`config.mk`:
```
export PLATFORM = sky130hd
export DESIGN_NAME = rr_data_selector
export DESIGN_NICKNAME = d
export VERILOG_FILES = /design/src/rtl/rr_data_selector.sv
export SDC_FILE = /design/constraint.sdc
export NUM_CORES = 1
export LEC_CHECK = 0
export ABC_AREA = 1
export CAP_MARGIN = 15
export CORE_UTILIZATION = 32
export CTS_CLUSTER_DIAMETER = 50
export DETAILED_ROUTE_END_ITERATION = 8
export HOLD_SLACK_MARGIN = 0.1
export PLACE_DENSITY = 0.8
export SLEW_MARGIN = 20
export SYNTH_ARGS = -nofsm -noshare
export SYNTH_HDL_FRONTEND = slang
export SYNTH_SLANG_ARGS = --single-unit
```
`constraint.sdc`:
```
create_clock -name clk -period 1.4 [get_ports clk]
set_input_delay 0.21 -clock clk [delete_from_list [all_inputs] [get_ports clk]]
set_output_delay 0.21 -clock clk [all_outputs]
set_load 0.01 [all_outputs]
```
`src/rtl/rr_data_selector.sv`:
```
// rr_data_selector: arbitrates SEL_WIDTH valid/ready requesters onto one registered output channel.
// Define RR_DATA_SELECTOR_ROUND_ROBIN_EN for round-robin; the default build is fixed priority (lowest index wins).
module rr_data_selector #(
  parameter int SEL_WIDTH = 5,
  parameter int DATA_WIDTH = 32,
  parameter int ID_WIDTH = (SEL_WIDTH > 1) ? $clog2(SEL_WIDTH) : 1
) (
  input  logic                  clk,
  input  logic                  rst,
  input  logic                  flush,
  input  logic [SEL_WIDTH-1:0]  req_valid_in,
  output logic [SEL_WIDTH-1:0]  req_ready_out,
  input  logic [DATA_WIDTH-1:0] data_in [SEL_WIDTH],
  output logic [DATA_WIDTH-1:0] data_out,
  output logic                  data_out_valid,
  input  logic                  data_out_ready,
  output logic [ID_WIDTH-1:0]   grant_id_out
);
  logic                  out_valid;
  logic [DATA_WIDTH-1:0] out_data;
  logic [ID_WIDTH-1:0]   out_id;
  logic [ID_WIDTH-1:0]   rr_ptr;
  logic [ID_WIDTH-1:0]   win;
  logic                  hit;
  logic                  go;
  // Scan starts at rr_ptr and wraps, so the first valid requester after the last winner is chosen.
  always_comb begin
    int j;
    j = 0;
    win = '0;
    hit = 1'b0;
    for (int k = 0; k < SEL_WIDTH; k++) begin
      j = int'(rr_ptr) + k;
      j = (j >= SEL_WIDTH) ? j - SEL_WIDTH : j;
      if (!hit && req_valid_in[j]) begin
        hit = 1'b1;
        win = ID_WIDTH'(j);
      end
    end
  end
  assign go = rst && (!out_valid || data_out_ready) && !flush && hit;
  assign req_ready_out = go ? (SEL_WIDTH'(1) << win) : '0;
  assign data_out = out_data;
  assign data_out_valid = out_valid;
  assign grant_id_out = out_id;
  always_ff @(posedge clk or negedge rst) begin
    if (!rst) begin
      out_valid <= 1'b0;
      out_data <= '0;
      out_id <= '0;
    end else if (flush) begin
      out_valid <= 1'b0;
    end else if (go) begin
      out_valid <= 1'b1;
      out_data <= data_in[win];
      out_id <= win;
    end else if (data_out_ready) begin
      out_valid <= 1'b0;
    end
  end
`ifdef RR_DATA_SELECTOR_ROUND_ROBIN_EN
  always_ff @(posedge clk or negedge rst) begin
    if (!rst) rr_ptr <= '0;
    else if (go) rr_ptr <= (int'(win) == SEL_WIDTH - 1) ? '0 : win + 1'b1;
  end
`else
  assign rr_ptr = '0;
`endif
endmodule

```
Word level (Yosys, flattened, before mapping). Index checks and enable logic that the tools add are counted.

Bits in registers: 36. Bits in latches: 0. RAM bits: 0. Memory bits (read-only): 0. Bits of input ports: 169. Output and inout port bits: 41. Word-level logic and storage cells: 39. Memories: 0.

Add/sub/neg operators: 0. Multipliers: 0. Divide/modulo/power cells: 0. Magnitude comparators: 1. Equal/unequal tests: 0. Shift operators: 1. Multiplexer cells: 16. Bitwise operators: 2. Reduce and logical (&&, ||, !) cells: 16.

Operators by type and width (number): $bmux W32 S3 (1); $mux W32 (2); $mux W1 (9); $logic_and A1 B1 Y1 (7); $logic_not A1 Y1 (6); $mux W5 (1); $shl A1 B3 Y5 const A (1); $ge A4 B4 Y1 const B (1); $mux W2 (2); $not A3 Y4 (1); $mux W3 (1); $reduce_bool A3 Y1 (1); $reduce_and A2 Y1 (1); $logic_or A1 B1 Y1 (1); $not A1 Y1 (1).

Logic depth before layout (Yosys ltp). Gate-level depths: netlist of the first run.

Word-level depth: 17. Mapped depth: 9. Depth with buffers taken out: 8.

Least setup slack after synthesis of the first run. Ideal clock, no wire load.

Path kind: reg-to-output. From: register out_valid (netlist: data_out_valid). To: output req_ready_out[1]. Arrival: 1.250 ns. Data required time: 1.190 ns. Setup slack: -0.060 ns. Cell stages (with the launch flop): 7. Buffers on the path: 1. Cells stage by stage: dfrtp_1 > nand2_1 > nand2_1 > nor2_2 > o21ai_4 > buf_2 > nor3_1.

Word-level cells in the longest chain between the ends: 6.

RTL lines: start: declaration (line 19) `logic out_valid;`; start signal: assignment (line 48) `out_valid <= 1'b0;`; start signal: assignment (line 52) `out_valid <= 1'b0;`; start signal: assignment (line 54) `out_valid <= 1'b1;`; $logic_not A1 Y1 (line 41) `assign go = rst && (!out_valid || data_out_ready) && !flush && hit;`; $logic_or A1 B1 Y1 (line 41); $logic_and A1 B1 Y1 (3 in series) (line 41); $mux W5 (line 42) `assign req_ready_out = go ? (SEL_WIDTH'(1) << win) : '0;`; end: declaration (line 12) `output logic [SEL_WIDTH-1:0] req_ready_out,`.

Every way passes these cells.

Final worst setup path of the first run. Ends and elaborated chain as after synthesis.

==> results of run 1 <==
layer usage:
layer,track usage,up-vias,wire length [microns]
met5,0,-,0
met1,0.3096,1931,5228
li1,-,2022,-
met4,0.09955,0,340
met3,0.05324,27,1400
met2,0.4464,259,6348
flip-flops by register name (all words and copies together), names as in the netlist:
name and flops:
data_out 32, grant_id_out 3, data_out_valid 1
cells by family (layout without fill, tap and decap cells):
kind of cell | count (synthesis) | count (layout) | synth area share
flops | 36 | 36 | 0.3105
buf+inv | 92 | 317 | 0.1289
simple gates | 309 | 309 | 0.4812
other cells | 0 | 1 | 0
compound gates | 43 | 43 | 0.07934
how the worst max path moves through the flow:
stage,startpoint,end,slack (ps),cells after the start
floorplan,data_out_valid$_DFFE_PN0P_,req_ready_out[1],30,6
CTS,data_out_valid$_DFFE_PN0P_,req_ready_out[4],-180,6
global placement,req_valid_in[2],req_ready_out[2],-660,6
global route,req_valid_in[4],data_out[1]$_DFFE_PN0P_,-230,8
detailed placement,data_out_ready,req_ready_out[4],-690,8
finish,data_out_valid$_DFFE_PN0P_,req_ready_out[1],-140,6
power by group through the flow:
stage | clock [uW] | combinational [uW] | sequential, uW
6_report | 755 | 1760 | 1350
3_5_place_dp | 0 | 1740 | 1370
2_1_floorplan | 0 | 501 | 1460
4_1_cts | 777 | 1690 | 1350
3_3_place_gp | 0 | 1720 | 1360
5_1_grt | 808 | 1900 | 1370
critical path, cell delays in order (launching register included):
cell and delay, ps:
dfrtp_1 390, nand2_2 90, nand2_2 70, nor2_4 120, o21ai_4 110, nor3_2 120, buf_2 150
repair_timing:
action	4_1_cts	5_1_grt
setup endpoints to repair	62	54
hold buffers	1	0
pin swaps	6	7
buffers inserted	4	4
endpoints found under the hold margin	36	0
gates resized for setup	83	44
gates cloned	0	3
cell type report:
type | instances | area [sq um] | share of cell area
timing repair buffer | 252 | 2581 | 0.4579
inverter | 57 | 214.0 | 0.03796
multi-input combinational | 352 | 1713 | 0.3039
antenna | 1 | 2.502 | 0.0004440
clock buffer | 8 | 90.09 | 0.01598
sequential | 36 | 900.9 | 0.1598
tap | 108 | 135.1 | 0.02397
cells in the final DEF, fill, tap and decap left out, drive strengths merged:
master	n
dlygate4sd3	1
diode	1
clkbuf	12
dlygate4sd2	24
dfrtp	36
nor3	2
o21ai	42
nand2	178
dlymetal6s2s	15
nand4	55
nor2	15
a21oi	1
inv	56
clkdlybuf4s50	162
buf	46
nand3	59
clkinv	1
through the flow:
| step | util | hold slack [ps] | setup WS [ps] | std cells |
|---|---|---|---|---|
| after detailed placement | 0.6044 | 340.2 | -692.7 | 795 |
| final | 0.6432 | 373.4 | -144.5 | 814 |
| after global placement | 0.6044 | 332.7 | -657.9 | 795 |
| after CTS | 0.6146 | 383.4 | -175.9 | 807 |
| after floorplan | - | -85.59 | 30.53 | 480 |
| after global routing | 0.6432 | 393.9 | -227.1 | 814 |
==> flow_summary.toml, run 1 <==
[placement]
dpl.hpwl_microns = 9202
place_congestion = 0.9327
buffer_ports.inserted = 209
placedInstanceArea_sq_mm = 0.005296

[synthesis]
synth_fp_nets = 649
synth.yosys.seq_area_share = 0.3105
post_synth_instance_area_sq_mm = 0.002902
synthTopCellsByArea = "dfrtp_1 31%, nand2_1 23%, nand4_1 12%, nand3_1 10%, inv_1 7.2%"
yosysTopAreaCell = "dfrtp_1"
ys.flop_type = "dfrtp_1"
yosys.cell_count.top_type = "nand2_1"
async_reset_ff_frac = 1.000
synthDominantCellAreaShare = 0.3105
postSynthAreaPerCell_sq_um = 6.045
synth.ff_latch_count = 36
synth_cell_type_count = 20
yosys_warnings = 0
synth_cells = 480
yosys-top-cells-count = "178 x nand2_1, 58 x nand3_1, 56 x inv_1, 55 x nand4_1, 37 x o21ai_0"
synth-edff-count = 0

[power_and_ir_drop]
power.leakage_uw = 0.002954
clockPowerShare = 0.195
power_per_cell_area_mw_per_mm2 = 685.4
switching_share = 0.3242
switching_power_uw = 1252
share_of_power_burned_in_combinational_logic = 0.456
design_power_total_uw = 3863
ir_drop_uv = 418.7
power.sequential.fraction = 0.349
internal_power_uw = 2611

[global_route]
grt_util_all_layers = 0.2566
vias_in_the_first_global_route = 4016
grt_pass1_wl_microns = 19530
antenna_found_initial = 1
grt_max_degree = 37
grt_remaining_overflow = 0

[die]
row_count = 34
chipWidth_microns = 97.22
die_footprint_sq_mm = 0.009452
floorplan.io_pins = 210
die_y_microns = 97.22
start_util = 0.3311
floorplan.core_area_sq_mm = 0.008763

[clock_network]
cts.path.max_buffers = 2
num_cts_buffers = 5
cts_tree = "yes"
clkLatencyLatePin_ps = 280
clk_pin_slew_worst_paths_ps = 70
ctsHtreeMaxLevel = 2
root_buffer = "clkbuf_8"
cts.sinks = 36

[timing]
max_clock_freq_mhz = 647.5
worstMarginPinSlew_ps = 478.9
rsz_0062_raised_after_global_routing = "true"
period_needed_ps = 1545
finalHoldViolations = 0
clock_skew_ps = 2.692
finalCritPeriodShare = 1.103
setup_violations = 37
fin_setup_tns_ps = -2298
max-slew-margin-rel = 0.6807
report.final.slew_viol_count = 0
postLayoutSetupSlackWorst_ps = -144.5

[worst_setup_path]
critPathKind = "reg2out"
crit_required_ps = 1190
timing.critical_path.to_type = "output pin"
worst_r2r_path_depth = 8
crit_arrival_ps = 1330
rr_startpoint = "data_out_valid$_DFFE_PN0P_"
timing.critical_path.fanout_max = 6
reg2reg_to = "grant_id_out[2]$_DFFE_PN0P_"
critical_path.startpoint_type = "register"
rrSetupSlack_ps = -90

[routing]
remaining_drc_errors = 0
initialDrtViolationCount = 207
routed_wirelength_microns = 13320
antenna_violating_nets_post_route = 0
detail_route.wl_per_cell_microns = 16.36
dr_total_vias = 4239
route.detailed.vias_per_inst = 5.208
dr.pass1.iters = 5

[min_path]
worst_hold_path_type = "in2reg"
min-delay-start = "data_out_ready"
holdPathStages = 4
hold_end = "data_out_valid$_DFFE_PN0P_"

[flow_run]
drv_cap = 0

[finish]
layout.nets = 873
nFillCells = 756
design_area_sq_mm = 0.005637
drive_gt1_frac = 0.1135
flow.area_growth_from_synthesis_pct = 94.26

[status]
violations = "setup timing"
status = "complete, but fails checks"
No activity file was read; power rests on OpenSTA's default activity.
==> run 2: changes to the inputs <==
--- a/config.mk
+++ b/config.mk
@@ -12,7 +12,7 @@
 export DETAILED_ROUTE_END_ITERATION = 8
 export HOLD_SLACK_MARGIN = 0.1
 export PLACE_DENSITY = 0.8
-export SLEW_MARGIN = 20
 export SYNTH_ARGS = -nofsm -noshare
 export SYNTH_HDL_FRONTEND = slang
 export SYNTH_SLANG_ARGS = --single-unit
+export TNS_END_PERCENT = 1
==> constraint.sdc (replaced) <==
create_clock -name clk -period 1.3 [get_ports clk]
set_input_delay 0.195 -clock clk [delete_from_list [all_inputs] [get_ports clk]]
set_output_delay 0.195 -clock clk [all_outputs]
set_load 0.01 [all_outputs]
==> run 2 against run 1 <==
Compared with the run above:
- the flow still finishes with violations (setup timing)
- critical path type unchanged
- largest cell class unchanged
- die area did not move
- highest routed layer unchanged
- hold slack better by 87 ps
- count of clock-buffer cells in the layout stayed put
- final cell count up 0.12%
- via count fell by 0.50%
- power grew 5.5%
- clock skew increased by 6.2 ps
- sequential share of layout area up 0.37 points
- non-clock buffer count up 1
- sequential power up 7%
==> flow_summary.toml, run 2 (synthesized netlist as in run 1, its figures left out) <==
[worst_setup_path]
rrSetupSlack_ps = -100
worstSetupEndpoint = "req_ready_out[1]"
critical_path.startpoint_type = "register"
critical_path.startpoint = "data_out_valid$_DFFE_PN0P_"
crit_arrival_ps = 1410
reg2reg_to = "data_out[9]$_DFFE_PN0P_"
timing.critical_path.to_type = "output pin"
crit_required_ps = 1110
critPathKind = "reg2out"
timing.critical_path.fanout_max = 4
worst_r2r_path_depth = 9
rr_startpoint = "data_out_valid$_DFFE_PN0P_"

[power_and_ir_drop]
switching_share = 0.3266
power_per_cell_area_mw_per_mm2 = 739.9
share_of_power_burned_in_combinational_logic = 0.441
power.leakage_uw = 0.002775
clockPowerShare = 0.203
ir_drop_uv = 376.2
internal_power_uw = 2745
power.sequential.fraction = 0.356
switching_power_uw = 1332

[timing]
period_needed_ps = 1608
max_clock_freq_mhz = 621.9
max-slew-margin-rel = 0.6808
clock_skew_ps = 8.847
finalCritPeriodShare = 1.237
postLayoutSetupSlackWorst_ps = -307.9
report.final.slew_viol_count = 0
setup_violations = 36
rsz_0062_raised_after_global_routing = "true"
final.hold.worst_slack_ps = 460.6
fin_setup_tns_ps = -2542
worstMarginPinSlew_ps = 478.8
finalHoldViolations = 0

[finish]
design_area_sq_mm = 0.005510
layout_commonest_cell = "nand2_1"
flip_flop_count_of_the_largest_register_all_copies_and_words_added = 32
fin_cells = 815
drive_gt1_frac = 0.1190
flow.area_growth_from_synthesis_pct = 89.91
nFillCells = 792
layout.nets = 874
final_cell_mix = "171 x nand2_1, 162 x clkdlybuf4s50_1, 58 x nand3_1"

[die]
die_footprint_sq_mm = 0.009452
chipWidth_microns = 97.22
floorplan.io_pins = 210
start_util = 0.3311
floorplan.core_area_sq_mm = 0.008763
row_count = 34
die_y_microns = 97.22

[min_path]
worst_hold_path_type = "in2reg"

[clock_network]
ctsHtreeMaxLevel = 2
cts.sinks = 36
cts.path.max_buffers = 2
cts_tree = "yes"
clkLatencyLatePin_ps = 280
num_cts_buffers = 5
clk_pin_slew_worst_paths_ps = 80
root_buffer = "clkbuf_8"

[status]
violations = "setup timing"
status = "complete, but fails checks"

[routing]
route.detailed.vias_per_inst = 5.175
routed_wirelength_microns = 12840
remaining_drc_errors = 0
detail_route.wl_per_cell_microns = 15.75
dr_total_vias = 4218
initialDrtViolationCount = 215
dr.pass1.iters = 5
antenna_violating_nets_post_route = 0

[global_route]
grt_pass1_wl_microns = 20410
global_route.usage.met3 = 0.04460
vias_in_the_first_global_route = 4237
grt_max_degree = 37
grt_most_used_layer = "met2"
grt_util_all_layers = 0.2656
groute.layer.met1.usage = 0.3159
grt_remaining_overflow = 0
use_met2 = 0.4962
antenna_found_initial = 1

[flow_run]
drv_cap = 0

[placement]
buffer_ports.inserted = 209
place.detailed.instances = 801
dpl_worst_slack_ps = -804.4
dpl.hpwl_microns = 9458
placedInstanceArea_sq_mm = 0.005360
place_congestion = 0.8385
## run 2: worst min path at each step
stage	startpoint	to	slack, ps	cells after the start
6_report	data_out_ready	data_out_valid$_DFFE_PN0P_	460	5
4_1_cts	data_out_ready	data_out_valid$_DFFE_PN0P_	350	4
5_1_grt	data_out_ready	data_out_valid$_DFFE_PN0P_	470	5
3_3_place_gp	rst	data_out[17]$_DFFE_PN0P_	310	2
2_1_floorplan	rst	data_out[0]$_DFFE_PN0P_	-100	0
3_5_place_dp	rst	data_out[17]$_DFFE_PN0P_	320	2
## run 2: worst max-delay path: stages, from the launching register on
cell and delay (ps):
dfrtp_1 390, nand2_2 100, nand2_4 60, nor2_4 120
o21ai_4 90, buf_6 130, nor3_4 100, buf_2 150
## run 2: per-stage QoR
stage          total power (uW)  utilization
2_1_floorplan              2113            -
6_report                   4077       0.6288
4_1_cts                    4072       0.6235
3_5_place_dp               3366       0.6117
3_3_place_gp               3332       0.6117
5_1_grt                    4324       0.6285
## run 2: layer usage
metal | up-vias | wire length (microns) | share of wire
met1 | 1932 | 5082 | 0.40
met3 | 14 | 1150 | 0.090
met5 | - | 0 | 0
met4 | 0 | 103 | 0.0080
li1 | 2024 | - | -
met2 | 248 | 6503 | 0.51
## run 2: power by group through the flow
stage / Clock [uW] / Combinational, uW / Sequential [uW]
finish: 829 / 1800 / 1450
floorplan: 0 / 546 / 1570
global route: 897 / 1950 / 1480
global placement: 0 / 1860 / 1470
detailed placement: 0 / 1890 / 1470
CTS: 848 / 1770 / 1450
## run 2: timing repair
action | in CTS | in global routing
gates resized for setup | 88 | 31
setup buffers | 3 | 1
pin swaps | 4 | 3
endpoints found under the hold margin | 36 | 0
setup endpoints to repair | 77 | 41
hold buffers | 1 | 0
## run 2: final cells by class
cell class | count | area [sq um] | area share
antenna | 1 | 2.502 | 0.0004541
clock buffer | 8 | 90.09 | 0.01635
multi-input combinational | 352 | 1718 | 0.3118
inverter | 57 | 214.0 | 0.03883
tap | 108 | 135.1 | 0.02452
timing repair buffer | 253 | 2450 | 0.4446
sequential | 36 | 900.9 | 0.1635
